`config.mk`:
```
export PLATFORM = sky130hd
export DESIGN_NAME = sha256_core_dispatch
export DESIGN_NICKNAME = d
export VERILOG_FILES = /design/src/rtl/sha256_core_dispatch_pkg.sv /design/src/rtl/sha256_core_dispatch_rr_arbiter.sv /design/src/rtl/sha256_core_dispatch.sv
export SDC_FILE = /design/constraint.sdc
export NUM_CORES = 1
export LEC_CHECK = 0
export CORE_MARGIN = 5
export CORE_UTILIZATION = 39
export CTS_CLUSTER_SIZE = 40
export DETAILED_ROUTE_END_ITERATION = 7
export MAX_ROUTING_LAYER = met4
export PLACE_DENSITY = 0.73
export RECOVER_POWER = 50
export SLEW_MARGIN = 15
export SYNTH_ARGS = -nofsm -noshare
export SYNTH_HDL_FRONTEND = slang
export SYNTH_SLANG_ARGS = --single-unit
```
`constraint.sdc`:
```
create_clock -name CLK -period 2.1 [get_ports CLK]
set_clock_uncertainty 0.15 [all_clocks]
set_input_delay 0.315 -clock CLK [delete_from_list [all_inputs] [get_ports CLK]]
set_output_delay 0.315 -clock CLK [all_outputs]
set_load 0.02 [all_outputs]
```
`src/rtl/sha256_core_dispatch_pkg.sv`:
```
// rtl/sha256_core_dispatch_pkg.sv - shared constants, FSM encoding and width helper for the sha256 job dispatcher
package sha256_core_dispatch_pkg;

  localparam int         BLK_OP_MSB      = 1;
  localparam int         WORDS_PER_BLOCK = 16;
  localparam logic [3:0] LAST_WORD       = 4'(WORDS_PER_BLOCK - 1);

  typedef enum logic [1:0] {
    ST_IDLE  = 2'd0,
    ST_LOAD  = 2'd1,
    ST_START = 2'd2
  } state_e;

  // Index of the highest set bit; 0 for 0 so a single core still gets a 1-bit index.
  function automatic int msb(input int value);
    int r;
    r = 0;
    for (int i = 0; i < 31; i++) begin
      if (value[i]) r = i;
    end
    return r;
  endfunction

endpackage

```
`src/rtl/sha256_core_dispatch_rr_arbiter.sv`:
```
// rtl/sha256_core_dispatch_rr_arbiter.sv - combinational round-robin pick: first requester after ptr, wrapping
module sha256_core_dispatch_rr_arbiter #(
  parameter int N     = 3,
  parameter int IDX_W = 2
) (
  input  logic [N-1:0]     req,
  input  logic [IDX_W-1:0] ptr,
  output logic [N-1:0]     grant,
  output logic [IDX_W-1:0] grant_idx,
  output logic             grant_valid
);

  logic [IDX_W-1:0] cand;

  always_comb begin
    grant       = '0;
    grant_idx   = '0;
    grant_valid = 1'b0;
    cand        = '0;
    // ptr itself is searched last, so the previous winner has lowest priority.
    for (int i = 1; i <= N; i++) begin
      cand = IDX_W'((int'(ptr) + i) % N);
      if (!grant_valid && req[cand]) begin
        grant_valid = 1'b1;
        grant_idx   = cand;
        grant[cand] = 1'b1;
      end
    end
  end

endmodule

```
`src/rtl/sha256_core_dispatch.sv`:
```
// rtl/sha256_core_dispatch.sv - streams 16-word block jobs into a round-robin selected sha256 core, then starts it
module sha256_core_dispatch
  import sha256_core_dispatch_pkg::*;
#(
  parameter int N_CORES     = 3,
  parameter int N_CORES_MSB = msb(N_CORES - 1)
) (
  input  logic                CLK,
  input  logic                reset,
  input  logic                job_valid,
  output logic                job_ready,
  input  logic [31:0]         job_data,
  input  logic [BLK_OP_MSB:0] job_blk_op,
  input  logic [N_CORES-1:0]  core_ready,
  output logic [N_CORES-1:0]  core_wr_en,
  output logic [31:0]         core_din,
  output logic [3:0]          core_wr_addr,
  output logic [BLK_OP_MSB:0] core_blk_op,
  output logic                core_seq,
  output logic                core_set_input_ready,
  output logic [N_CORES-1:0]  core_start,
  output logic                busy
);

  localparam int IDX_W = N_CORES_MSB + 1;

  state_e              state_q, state_d;
  logic [IDX_W-1:0]    sel_q, sel_d;
  logic [N_CORES-1:0]  sel_oh_q, sel_oh_d;
  logic [IDX_W-1:0]    rr_ptr_q, rr_ptr_d;
  logic [3:0]          word_cnt_q, word_cnt_d;
  logic [BLK_OP_MSB:0] blk_op_lat_q, blk_op_lat_d;
  logic [N_CORES-1:0]  seq_bit_q, seq_bit_d;
  logic                job_ready_q, job_ready_d;
  logic                busy_q, busy_d;
  logic [N_CORES-1:0]  core_wr_en_q, core_wr_en_d;
  logic [31:0]         core_din_q, core_din_d;
  logic [3:0]          core_wr_addr_q, core_wr_addr_d;
  logic [BLK_OP_MSB:0] core_blk_op_q, core_blk_op_d;
  logic                core_seq_q, core_seq_d;
  logic                core_set_input_ready_q, core_set_input_ready_d;
  logic [N_CORES-1:0]  core_start_q, core_start_d;

  logic [N_CORES-1:0]  arb_grant;
  logic [IDX_W-1:0]    arb_idx;
  logic                arb_valid;

  sha256_core_dispatch_rr_arbiter #(
    .N     (N_CORES),
    .IDX_W (IDX_W)
  ) u_rr_arbiter (
    .req         (core_ready),
    .ptr         (rr_ptr_q),
    .grant       (arb_grant),
    .grant_idx   (arb_idx),
    .grant_valid (arb_valid)
  );

  always_comb begin
    state_d                = state_q;
    sel_d                  = sel_q;
    sel_oh_d               = sel_oh_q;
    rr_ptr_d               = rr_ptr_q;
    word_cnt_d             = word_cnt_q;
    blk_op_lat_d           = blk_op_lat_q;
    seq_bit_d              = seq_bit_q;
    core_wr_en_d           = '0;
    core_din_d             = core_din_q;
    core_wr_addr_d         = core_wr_addr_q;
    core_blk_op_d          = core_blk_op_q;
    core_seq_d             = core_seq_q;
    core_set_input_ready_d = 1'b0;
    core_start_d           = '0;

    case (state_q)
      ST_IDLE: begin
        if (job_valid && arb_valid) begin
          sel_d    = arb_idx;
          sel_oh_d = arb_grant;
          rr_ptr_d = arb_idx;
          state_d  = ST_LOAD;
        end
      end
      ST_LOAD: begin
        // The grant is committed here: core_ready is no longer consulted until IDLE.
        if (job_valid && job_ready_q) begin
          core_wr_en_d   = sel_oh_q;
          core_din_d     = job_data;
          core_wr_addr_d = word_cnt_q;
          core_seq_d     = seq_bit_q[sel_q];
          if (word_cnt_q == 4'd0) blk_op_lat_d = job_blk_op;
          word_cnt_d = word_cnt_q + 4'd1;
          if (word_cnt_q == LAST_WORD) state_d = ST_START;
        end
      end
      ST_START: begin
        core_start_d           = sel_oh_q;
        core_set_input_ready_d = 1'b1;
        core_seq_d             = seq_bit_q[sel_q];
        core_blk_op_d          = blk_op_lat_q;
        seq_bit_d[sel_q]       = ~seq_bit_q[sel_q];
        state_d                = ST_IDLE;
      end
      default: state_d = ST_IDLE;
    endcase

    job_ready_d = (state_d == ST_LOAD);
    busy_d      = (state_d != ST_IDLE);
  end

  always_ff @(posedge CLK) begin
    if (reset) begin
      state_q                <= ST_IDLE;
      sel_q                  <= '0;
      sel_oh_q               <= '0;
      rr_ptr_q               <= IDX_W'(N_CORES - 1);
      word_cnt_q             <= '0;
      blk_op_lat_q           <= '0;
      seq_bit_q              <= '0;
      job_ready_q            <= 1'b0;
      busy_q                 <= 1'b0;
      core_wr_en_q           <= '0;
      core_din_q             <= '0;
      core_wr_addr_q         <= '0;
      core_blk_op_q          <= '0;
      core_seq_q             <= 1'b0;
      core_set_input_ready_q <= 1'b0;
      core_start_q           <= '0;
    end else begin
      state_q                <= state_d;
      sel_q                  <= sel_d;
      sel_oh_q               <= sel_oh_d;
      rr_ptr_q               <= rr_ptr_d;
      word_cnt_q             <= word_cnt_d;
      blk_op_lat_q           <= blk_op_lat_d;
      seq_bit_q              <= seq_bit_d;
      job_ready_q            <= job_ready_d;
      busy_q                 <= busy_d;
      core_wr_en_q           <= core_wr_en_d;
      core_din_q             <= core_din_d;
      core_wr_addr_q         <= core_wr_addr_d;
      core_blk_op_q          <= core_blk_op_d;
      core_seq_q             <= core_seq_d;
      core_set_input_ready_q <= core_set_input_ready_d;
      core_start_q           <= core_start_d;
    end
  end

  assign job_ready            = job_ready_q;
  assign busy                 = busy_q;
  assign core_wr_en           = core_wr_en_q;
  assign core_din             = core_din_q;
  assign core_wr_addr         = core_wr_addr_q;
  assign core_blk_op          = core_blk_op_q;
  assign core_seq             = core_seq_q;
  assign core_set_input_ready = core_set_input_ready_q;
  assign core_start           = core_start_q;

  // At most one core strobed (write or start) in any cycle.
  assert property (@(posedge CLK) disable iff (reset) $onehot0({core_wr_en_q, core_start_q}));

endmodule

```
==> After elaboration in Yosys (flattened, before gate mapping) <==
Index checks and enable logic that the tools add are counted.
Widths: inputs -> output; s select.
{ "word_totals": {"ff_bits": 66, "latch_bits": 0, "mem_bits_rw": 0, "mem_bits_ro": 0, "input_bits": 40, "output_inout_bits": 48, "wordCells": 95, "n_memories": 0} }
{ "op_classes": {"addsub": 4, "mul": 0, "div_mod_pow": 3, "order_cmp": 8, "eq_ne": 5, "n_shift": 0, "mux": 33, "bitwise": 6, "n_reduce_logical": 20} }
{ "ops": {"columns": ["op", "n"], "rows": [
  ["$mod 32x3->32 const B", 3],
  ["$mux 1", 13],
  ["$lt 2x3->1 const B", 4],
  ["$mux 2", 6],
  ["$mux 3", 3],
  ["$bmux 1 s2", 4],
  ["$demux 1 s2", 4],
  ["$ge 2x1->1 const B", 4],
  ["$logic_and 1x1->1", 8],
  ["$add 2x2->3 const B", 2],
  ["$or 3x3->3", 2],
  ["$reduce_and 2->1", 3],
  ["$add 4x1->4 const B", 1],
  ["$eq 2x1->1 const B", 2],
  ["$eq 4x4->1 const B", 1],
  ["$logic_not 4->1", 1],
  ["$not 1->1", 4],
  ["$pmux 2 s2", 1],
  ["$reduce_bool 2->1", 2],
  ["$add 2x1->3 const B", 1],
  ["$bwmux 3", 1],
  ["$reduce_and 3->1", 1],
  ["$reduce_or 3->1", 1],
  ["$eq 2x2->1 const B", 1],
  ["5 further kinds", 6]
]} }

==> Depth between registers and ports, before layout <==
Gate-level depths: netlist of run 1.
{ "logic_depth": {"depth_word": 15, "mapped_depth": 8, "depth_no_buf": 7} }

==> By module <==
A second synthesis of run 1 with hierarchy kept.
{ "hier_totals": {"cells_unflattened": 318, "area_unflattened_um2": 2658.8} }
{ "by_module_without_submodules": {"columns": ["mod", "n_inst", "cells_per_inst", "area_per_inst_um2", "seq_area_each_um2"], "rows": [
  ["sha256_core_dispatch", 1, 277, 2361.0, 1301.2],
  ["sha256_core_dispatch_rr_arbiter", 1, 41, 297.8, 0.0]
]} }

==> Least setup slack after synthesis of run 1 <==
Ideal clock, no wire load.
{ "synth_path": {"kind": "register to register", "startpoint": "register sel_q[0] (netlist name)", "endpoint": "register sel_oh_q[1]", "setup_ns": 0.114, "arrival_time_ns": 1.951, "required_time_ns": 1.836, "path_slack_ns": -0.115, "stages_incl_launch_ff": 9, "n_path_buf": 1, "synth_period_minus_slack_ns": 2.215, "cell_sequence": "dfxtp_1 inv_1 ha_1 buf_6 nand3b_1 o21ai_2 o41ai_4 a211oi_1 a21o_1"} }
{ "synth_lines": {"columns": ["element", "line", "source"], "rows": [
  ["end signal, assigned", "sha256_core_dispatch.sv:132", "sel_oh_q <= sel_oh_d;"],
  ["end, declared", "sha256_core_dispatch.sv:29", "logic [N_CORES-1:0] sel_oh_q, sel_oh_d;"]
]} }

==> out/metrics.yaml, run 1 <==
status: "finished, final reports clean"
slowest_stage: "a2111o_1"
synth-main-ff-cell: "dfxtp_1"
setup.worst_path.class: "reg2reg"
setup_violations: 0
area_delta_synth_final_pct: 51.4
placement_rows: 29
endpoint: "sel_oh_q[2]"
hp-class: "in2reg"
cp.required_ns: 2.20
final_max_slew_viol_count: 0
cts_tree: "done"
leakagePower_uw: 0.00144
place_worst_setup_slack_ns: -0.114
rrSetupSlack_ns: 0.06
critical_path_buf_inv_count: 1
cts_num_sinks: 65
io_pins: 88
synth_cells: 297
ys_seq_area_share_pct: 51.2
first_pass_iters: 4
final-hold-violation-count: 0
core-area_um2: 6350
port_buffers: 87
clockBufferDepth: 2
fin_ws_ns: 0.0610
crit_path_max_fanout: 5
die_h_um: 90.7
grt_overflow: 0
crit-reg2reg-launch: "sel_q[0]"
diodes: 0
vdd_ir_drop_max_v: 0.000453
die_w_um: 90.7
routed_wl_um: 6690
hpwl_um: 4970
drive_gt1_share_pct: 11.4
worst_pin_slew_ns: 0.574
initial_core_util_pct: 40.0
grt_pass1_wl_um: 11000
ys_types: 41
fmax_mhz: 490
cap_violations: 0
fin_crit_sh_pct: 97.1
cpPeakStageDelay_ns: 0.41
crit_path_start_kind: "flop"
timing.rr.end: "sel_oh_q[2]"
numCtsBuffers: 9
cts_hold_buf: 0
startpoint: "sel_q[0]"
cp.depth: 6
via_per_inst: 4.88
drt_iter0_drc: 158
syn_nets: 343
first_global_vias: 2254
post_cts_buffers: 0
cp_cell_sequence: "ha_2 > mux2i_1 > o21ai_1 > buf_4 > a2111o_1 > a311oi_1"
crit_arrival_ns: 2.14
wl_per_cell_um: 13.9
yosysWarnings: 0
finalCriticalPeriod_ns: 2.04
ant_nets: 0
synth_enable_flop_cells: 0
design.die.area_um2: 8230
clockRootBuffer: "clkbuf_8"
htreeDepth: 3
post-route-util_pct: 60.6
powerDensity_nw_per_um2: 794
grtUsageTotal_pct: 16.8
ys_ff_latch: 65
insertion_delay_ns: 0.33
ys_async_sr_fraction_pct: 0
via_count: 2351
grt_max_degree: 26
critPathTopFamily: "compound AO/OA/AOI/OAI gates"
final_nets: 447
end_kind: "flop"
slew_headroom_pct: 61.7
syn_area_per_cell_um2: 8.55
netlist_area_um2: 2540
gp_congestion: 0.926
remaining_drc_errors: 0
cts.clk_slew.worst_paths_ns: 0.07
grt_antenna_before_repair: 0
r2r.worst_path.cells: 6
[cell usage after synthesis, drive strengths merged, types with 2 or more instances]
cell	number	area [um2]
o221ai	2	17.5
clkbuf	12	45.0
and2	6	37.5
xor2	3	26.3
o41ai	2	36.3
and2b	2	16.3
nor3	3	15.0
nand3	3	15.0
nor2b	3	18.8
buf	4	25.0
nand2	83	312
mux2i	8	83.8
a21oi	44	220
o21ai	3	18.8
a211oi	2	15.0
nor3b	2	15.0
a21o	2	15.0
inv	6	22.5
nand2b	2	12.5
nand3b	2	15.0
ha	6	75.1
dfxtp	65	1300
xnor2	3	26.3
nor2	18	67.6
[sequential cells by signal (all words and copies together), names as in the netlist, 3 cells and up]
signal / cells
core_start: 3
core_wr_addr: 4
core_wr_en: 3
core_din: 32
seq_bit_q: 3
sel_oh_q: 3
word_cnt_q: 4
[metrics by stage]
stage	setup TNS, ns	hold WS [ns]	total power (uW)	instances	area [um2]
after floorplan	0	0.260	1640	297	2560
after global placement	-0.222	0.291	1890	467	3620
after detailed placement	-0.560	0.295	1910	467	3620
after CTS	0	0.245	3060	482	3840
after global routing	-0.0186	0.270	3180	482	3840
final	0	0.263	3050	482	3840
[layout make-up]
cell class	count	area (um2)
fill	563	2500
sequential	65	1310
multi-input combinational	210	1180
timing repair buffer	109	1020
clock buffer	14	194
tap	77	96.3
clock inverter	1	30.0
inverter	6	22.5
[worst register-to-register path: stages, from the launching register on]
cell and delay (ns):
dfxtp_4 0.37, ha_2 0.23, mux2i_1 0.28, o21ai_1 0.15, buf_4 0.16, a2111o_1 0.41, a311oi_1 0.21
[per-layer routing]
| metal | vias up | routed length [um] | track usage, % |
|---|---|---|---|
| met2 | 68 | 3460 | 28.3 |
| li1 | 1188 | - | - |
| met3 | 7 | 385 | 4.92 |
| met4 | 0 | 61 | 5.71 |
| met5 | - | 0 | - |
| met1 | 1088 | 2780 | 19.1 |
[how the worst min path moves through the flow]
| stage | cells after the start | from | endpoint |
|---|---|---|---|
| 2_1_floorplan | 1 | reset | core_set_input_ready |
| 3_3_place_gp | 2 | core_din[19] | core_din[19] |
| 3_5_place_dp | 2 | core_din[26] | core_din[26] |
| 4_1_cts | 2 | reset | core_din[10] |
| 5_1_grt | 2 | reset | core_din[15] |
| 6_report | 2 | reset | core_din[14] |
[power by group]
group          switching [uW]  internal (uW)
registers                32.4           1280
clock network             441            712
logic                     285            299
total                     759           2290
[kinds of logic after synthesis]
family | synth area share, %
simple gates | 21.8
flops | 51.2
compound gates | 15.0
buf+inv | 3.64
mux | 3.30
xor+xnor | 2.07
fa+ha+maj | 2.96
[layout by cell type, fill, tap and decap left out, drive strengths merged, types with 2 or more instances in the layout]
cell type | Yosys | final
inv | 6 | 6
nand2b | 2 | 2
nand3 | 3 | 3
nand2 | 83 | 83
a211oi | 2 | 2
o41ai | 2 | 2
mux2i | 8 | 8
and2b | 2 | 2
o221ai | 2 | 2
a21oi | 44 | 44
xor2 | 3 | 3
clkdlybuf4s50 | 0 | 85
ha | 6 | 6
xnor2 | 3 | 3
nor3b | 2 | 2
nor2b | 3 | 3
buf | 4 | 18
clkbuf | 12 | 19
nor2 | 18 | 18
nor3 | 3 | 3
dfxtp | 65 | 65
o21ai | 3 | 3
nand3b | 2 | 2
a21o | 2 | 2
and2 | 6 | 6
[what timing repair did]
item                                    in CTS  in global routing
hold endpoints to repair                     0                  0
endpoints found under the setup margin       0                  4
gates resized for setup                      0                  6
Power figures use the tool's default switching activity.
==> inputs of run 2 (changes only) <==
CORE_MARGIN = 3   (was 5)
==> run 2 against run 1 <==
Net effect: register-to-register slack gained 0.04 ns; critical path type unchanged; count of clock-buffer cells in the layout shrank 5; combinational power shrank 3%; cell area shrank 0.68%; largest cell class unchanged; sequential share of layout area grew 0.27 points; first-iteration DRC count shrank 9.5%; total power shrank 8.8%; sequential power is essentially flat; non-clock buffer count shrank 3; setup slack gained 0.042 ns.
==> out/metrics.yaml, run 2 (same netlist as run 1, synthesis figures left out) <==
setup_violations: 0  # unchanged
cap_violations: 0  # unchanged
grtUsageTotal_pct: 16.9  # +0.094 points
mostFrequentLayoutCells: "nand2_1, clkdlybuf4s50_1, dfxtp_1"
setup.worst_path.class: "reg2reg"
htreeDepth: 3  # unchanged
crit_path_max_fanout: 6  # +1
via_count: 2299  # -2.2%
timing.rr.end: "sel_oh_q[2]"
hp-start: "reset"
fin_crit_sh_pct: 95.1  # -2.0 points
grt_max_degree: 45  # +73%
r2r.worst_path.cells: 8  # +2
hold_end: "core_din[10]"
grt_pass1_wl_um: 9820  # -10%
crit-reg2reg-launch: "rr_ptr_q[1]"
rrSetupSlack_ns: 0.10  # +0.04 ns
worst_pin_slew_ns: 0.488  # -0.0862 ns
wl_per_cell_um: 12.5  # -10%
design.die.area_um2: 7520  # -8.6%
end_kind: "flop"
clockBufferDepth: 2  # unchanged
initial_core_util_pct: 41.7  # +1.7 points
drt_iter0_drc: 143  # -9.5%
via_per_inst: 4.81  # -1.4%
leakagePower_uw: 0.00141  # -2.4%
routed_wl_um: 5960  # -11%
seq_area_um2: 1310  # about the same
fmax_mhz: 501  # +2.1%
numCtsBuffers: 9  # unchanged
core-area_um2: 6100  # -4.0%
first_global_vias: 2168  # -3.8%
powerDensity_nw_per_um2: 729  # -8.2%
hpwl_um: 4360  # -12%
diodes: 0  # unchanged
status: "finished, final reports clean"
die_h_um: 86.7  # -4.4%
crit_path_start_kind: "flop"
final_max_slew_viol_count: 0  # unchanged
die_w_um: 86.7  # -4.4%
finalCriticalPeriod_ns: 2.00  # -0.0419 ns
remaining_drc_errors: 0  # unchanged
final_area_um2: 3820  # -0.68%
gp_congestion: 0.925  # -0.16%
final-hold-violation-count: 0  # unchanged
slew_headroom_pct: 67.5  # +5.7 points
multi_input_area_um2: 1200  # +2.0%
largest_reg_flops: 32  # unchanged
io_pins: 88  # unchanged
ant_nets: 0  # unchanged
cts_num_sinks: 65  # unchanged
port_buffers: 87  # unchanged
grt_antenna_before_repair: 0  # unchanged
worstHoldPathCells: 2  # unchanged
crit_arrival_ns: 2.05  # -0.09 ns
drive_gt1_share_pct: 11.7  # +0.30 points
clockRootBuffer: "clkbuf_8"
nFillCells: 542  # -3.7%
final_nets: 444  # -0.67%
cts.clk_slew.worst_paths_ns: 0.07  # about the same
vdd_ir_drop_max_v: 0.000426  # -6.0%
cts_tree: "done"
grt_overflow: 0  # unchanged
cp.required_ns: 2.16  # -0.04 ns
placement_rows: 28  # -3.4%
area_delta_synth_final_pct: 50.3
hp-class: "in2reg"
placement.cell_area_um2: 3620  # about the same
post-route-util_pct: 62.6  # +2.1 points
insertion_delay_ns: 0.33  # about the same
first_pass_iters: 4  # unchanged
==> run 2: cell types whose count changed in the layout (fill, tap and decap cells not counted), sizes merged <==
cell / before / now
bufinv: 1 / 0
clkinv: 0 / 3
clkdlybuf4s50: 85 / 83
dlygate4sd3: 1 / 3
inv: 6 / 7
clkbuf: 19 / 11
clkinvlp: 0 / 3
==> run 2: area by class of cell <==
cell class / instances / share of cell area, %
Clock buffer: 9 / 3.24
Clock inverter: 7 / 1.21
Inverter: 6 / 0.590
Multi-Input combinational cell: 210 / 31.5
Sequential cell: 65 / 34.2
Tap cell: 75 / 2.46
Timing Repair Buffer: 106 / 26.8
==> run 2: critical path, cell delays in order, from the launching register on <==
cell	delay, ns
dfxtp_2	0.35
inv_1	0.11
ha_1	0.23
mux2i_1	0.27
o21ai_1	0.14
o41ai_4	0.25
buf_4	0.19
nor2b_1	0.13
a311oi_1	0.05
==> run 2: power by group <==
group / leakage [uW] / internal (uW) / switching (uW) / total [uW]
sequential: 0.000526 / 1280 / 37.0 / 1320
combinational: 0.000799 / 297 / 268 / 564
clock: 0.0000814 / 424 / 475 / 899
==> run 2: how the worst max path moves through the flow <==
| stage | from | end |
|---|---|---|
| CTS | rr_ptr_q[1] | sel_oh_q[2] |
| floorplan | sel_q[0] | sel_oh_q[2] |
| detailed placement | core_ready[1] | sel_oh_q[2] |
| finish | rr_ptr_q[1] | sel_oh_q[2] |
| global placement | core_ready[1] | sel_oh_q[2] |
| global route | sel_q[0] | sel_oh_q[2] |
==> run 2: repair_timing <==
item	4_1_cts	5_1_grt
setup buffers	0	2
pin swaps	0	3
hold buffers	0	0
setup endpoints to repair	2	9
resized for setup	1	8
==> run 2: metrics by stage <==
stage	setup TNS (ns)	worst slack (ns)	power (uW)	instances	hold slack, ns
floorplan	0	0.0323	1640	297	0.260
global placement	-0.128	-0.0414	1880	460	0.291
detailed placement	-0.370	-0.0811	1880	460	0.296
CTS	0	0.0137	2790	476	0.208
global route	-0.0221	-0.0221	2930	478	0.219
finish	0	0.103	2780	478	0.222
==> run 2: per-layer routing <==
metal / global-route usage, % / share of wire [%]
met1: 19.8 / 43
met2: 26.7 / 50
met3: 6.56 / 5.4
met4: 5.52 / 1.2
met5: - / 0
==> inputs of run 3 (changes only) <==
REMOVE_ABC_BUFFERS = 1   (was default)
clock period = 1.8 ns   (was 2.1 ns; I/O delays follow)
==> run 3 against run 2 <==
Net effect: the run now ends with setup timing left; critical path depth did not move; global-route usage rose by 2.3 points; sequential share of layout area fell by 2.0 points; critical path type unchanged; register-to-register slack got worse by 0.37 ns; critical endpoint is now sel_oh_q[1].
==> out/metrics.yaml, run 3 (same netlist as run 1, synthesis figures left out) <==
status: "finished, violations left"
violations: "setup timing"
grt_antenna_before_repair: 0  # unchanged
place_worst_setup_slack_ns: -0.389  # -0.308 ns
drt_iter0_drc: 122  # -15%
end_kind: "flop"
swShare_pct: 27.2  # -0.81 points
grt_pass1_wl_um: 10900  # +11%
first_global_vias: 2391  # +10%
leakagePower_uw: 0.00153  # +8.6%
cts_num_sinks: 65  # unchanged
gp_congestion: 0.874  # -5.5%
powerDensity_nw_per_um2: 888  # +22%
clockBufferDepth: 2  # unchanged
numCtsBuffers: 9  # unchanged
layout.cells.non_filler: 499  # +4.4%
final_max_slew_viol_count: 0  # unchanged
fin_ws_ns: -0.263  # -0.366 ns
die_w_um: 86.7  # unchanged
routed_wl_um: 6930  # +16%
wl_per_cell_um: 13.9  # +11%
largest_reg_flops: 32  # unchanged
fin_crit_sh_pct: 115  # +20 points
first_pass_iters: 4  # unchanged
via_count: 2456  # +6.8%
worst_pin_slew_ns: 0.556  # +0.0676 ns
internal-power_uw: 2630  # +31%
port_buffers: 87  # unchanged
ant_nets: 0  # unchanged
clockRootBuffer: "clkbuf_8"
io_pins: 88  # unchanged
initial_core_util_pct: 41.7  # unchanged
cts_tree: "done"
nFillCells: 495  # -8.7%
combPwrFrac_pct: 23.5  # +3.2 points
cp.required_ns: 1.93  # -0.23 ns
dp.cells: 475  # +3.3%
diodes: 0  # unchanged
via_per_inst: 4.92  # +2.3%
drive_gt1_share_pct: 18.9  # +7.2 points
hpwl_um: 4790  # +9.9%
remaining_drc_errors: 0  # unchanged
grt_max_degree: 29  # -36%
slew_headroom_pct: 62.6  # -4.9 points
pwr-share-seq_pct: 42.9  # -4.5 points
final-hold-violation-count: 0  # unchanged
slowest_stage: "o41ai_4"
cpPeakStageDelay_ns: 0.40  # +0.05 ns
grt_setup_unrepaired: "yes"
fmax_mhz: 485  # -3.2%
cp_cell_sequence: "buf_6 > ha_4 > mux2i_4 > o21ai_2 > o41ai_4 > buf_4 > and2b_1 > a21o_1"
setup_violations: 9  # +9
htreeDepth: 3  # unchanged
crit_arrival_ns: 2.20  # +0.15 ns
area_delta_synth_final_pct: 60.0
final_nets: 465  # +4.7%
die_h_um: 86.7  # unchanged
design.die.area_um2: 7520  # unchanged
post-route-util_pct: 66.7  # +4.0 points
vdd_ir_drop_max_v: 0.000570  # +34%
hp-class: "in2reg"
crit_path_max_fanout: 5  # -1
cts_hold_buf: 0  # unchanged
mostFrequentLayoutCells: "clkdlybuf4s50_1, nand2_1, dfxtp_1"
clock_power_share_pct: 33.6  # +1.3 points
cts.clk_slew.worst_paths_ns: 0.07  # about the same
tns_ns: -1.96  # -1.96 ns
final_common_cell: "clkdlybuf4s50_1"
crit_path_start_kind: "flop"
cap_violations: 0  # unchanged
fin_hold_ws_ns: 0.129  # -0.0932 ns
power.switching_uw: 983  # +26%
grtUsageTotal_pct: 19.2  # +2.3 points
setup.worst_path.class: "reg2reg"
insertion_delay_ns: 0.34  # about the same
finalCriticalPeriod_ns: 2.06  # +0.0662 ns
core-area_um2: 6100  # unchanged
grt_overflow: 0  # unchanged
placement_rows: 28  # unchanged
## run 3: routing by layer
metal  part of all wire, %  vias to the layer above  GRT usage (%)
li1                      -                     1230              -
met1                    42                     1134           21.6
met2                    50                       73           31.4
met3                   3.9                       19           4.28
met4                   3.1                        0           10.8
met5                     0                        -              -
## run 3: final cells by class
class / count / area, um2 / share of cell area (%)
clock buffer: 11 / 141 / 3.48
clock inverter: 5 / 55.1 / 1.35
inverter: 6 / 25.0 / 0.616
multi-input combinational: 210 / 1270 / 31.2
sequential: 65 / 1310 / 32.2
tap: 75 / 93.8 / 2.31
timing repair buffer: 127 / 1170 / 28.9
## run 3: final timing paths
path	cells past startpoint	slack, ns	from	end
hold / removal	2	0.13	reset	core_din[20]
hold reg to reg	2	0.30	core_din[15]	core_din[15]
setup reg to reg	8	-0.26	sel_q[0]	sel_oh_q[1]
setup / recovery	8	-0.26	sel_q[0]	sel_oh_q[1]
## run 3: metrics by stage
step                cell area, um2  total power [uW]
floorplan                     2470              1870
global placement              3680              2240
detailed placement            3680              2250
CTS                           4020              3560
global route                  4070              3780
finish                        4070              3610
## run 3: worst max-delay path, delay by kind of cell, from the launching register on
kind / cells / cell delay, ns
buf+inv: 2 / 0.31
simple gates: 1 / 0.16
flops: 1 / 0.36
mux: 1 / 0.24
compound gates: 3 / 0.63
fa+ha+maj: 1 / 0.16
## run 3: power groups by stage
stage               Clock (uW)  Sequential [uW]  Combinational [uW]
floorplan                    0             1590                 274
finish                    1220             1550                 848
detailed placement           0             1570                 681
global route              1320             1550                 909
CTS                       1240             1540                 779
global placement             0             1560                 671
## run 3: repair_timing
| action | in CTS | in global routing |
|---|---|---|
| gates resized for setup | 20 | 15 |
| endpoints found under the setup margin | 9 | 11 |
| pin swaps | 13 | 5 |
| buffers inserted | 6 | 2 |
| endpoints found under the hold margin | 0 | 0 |
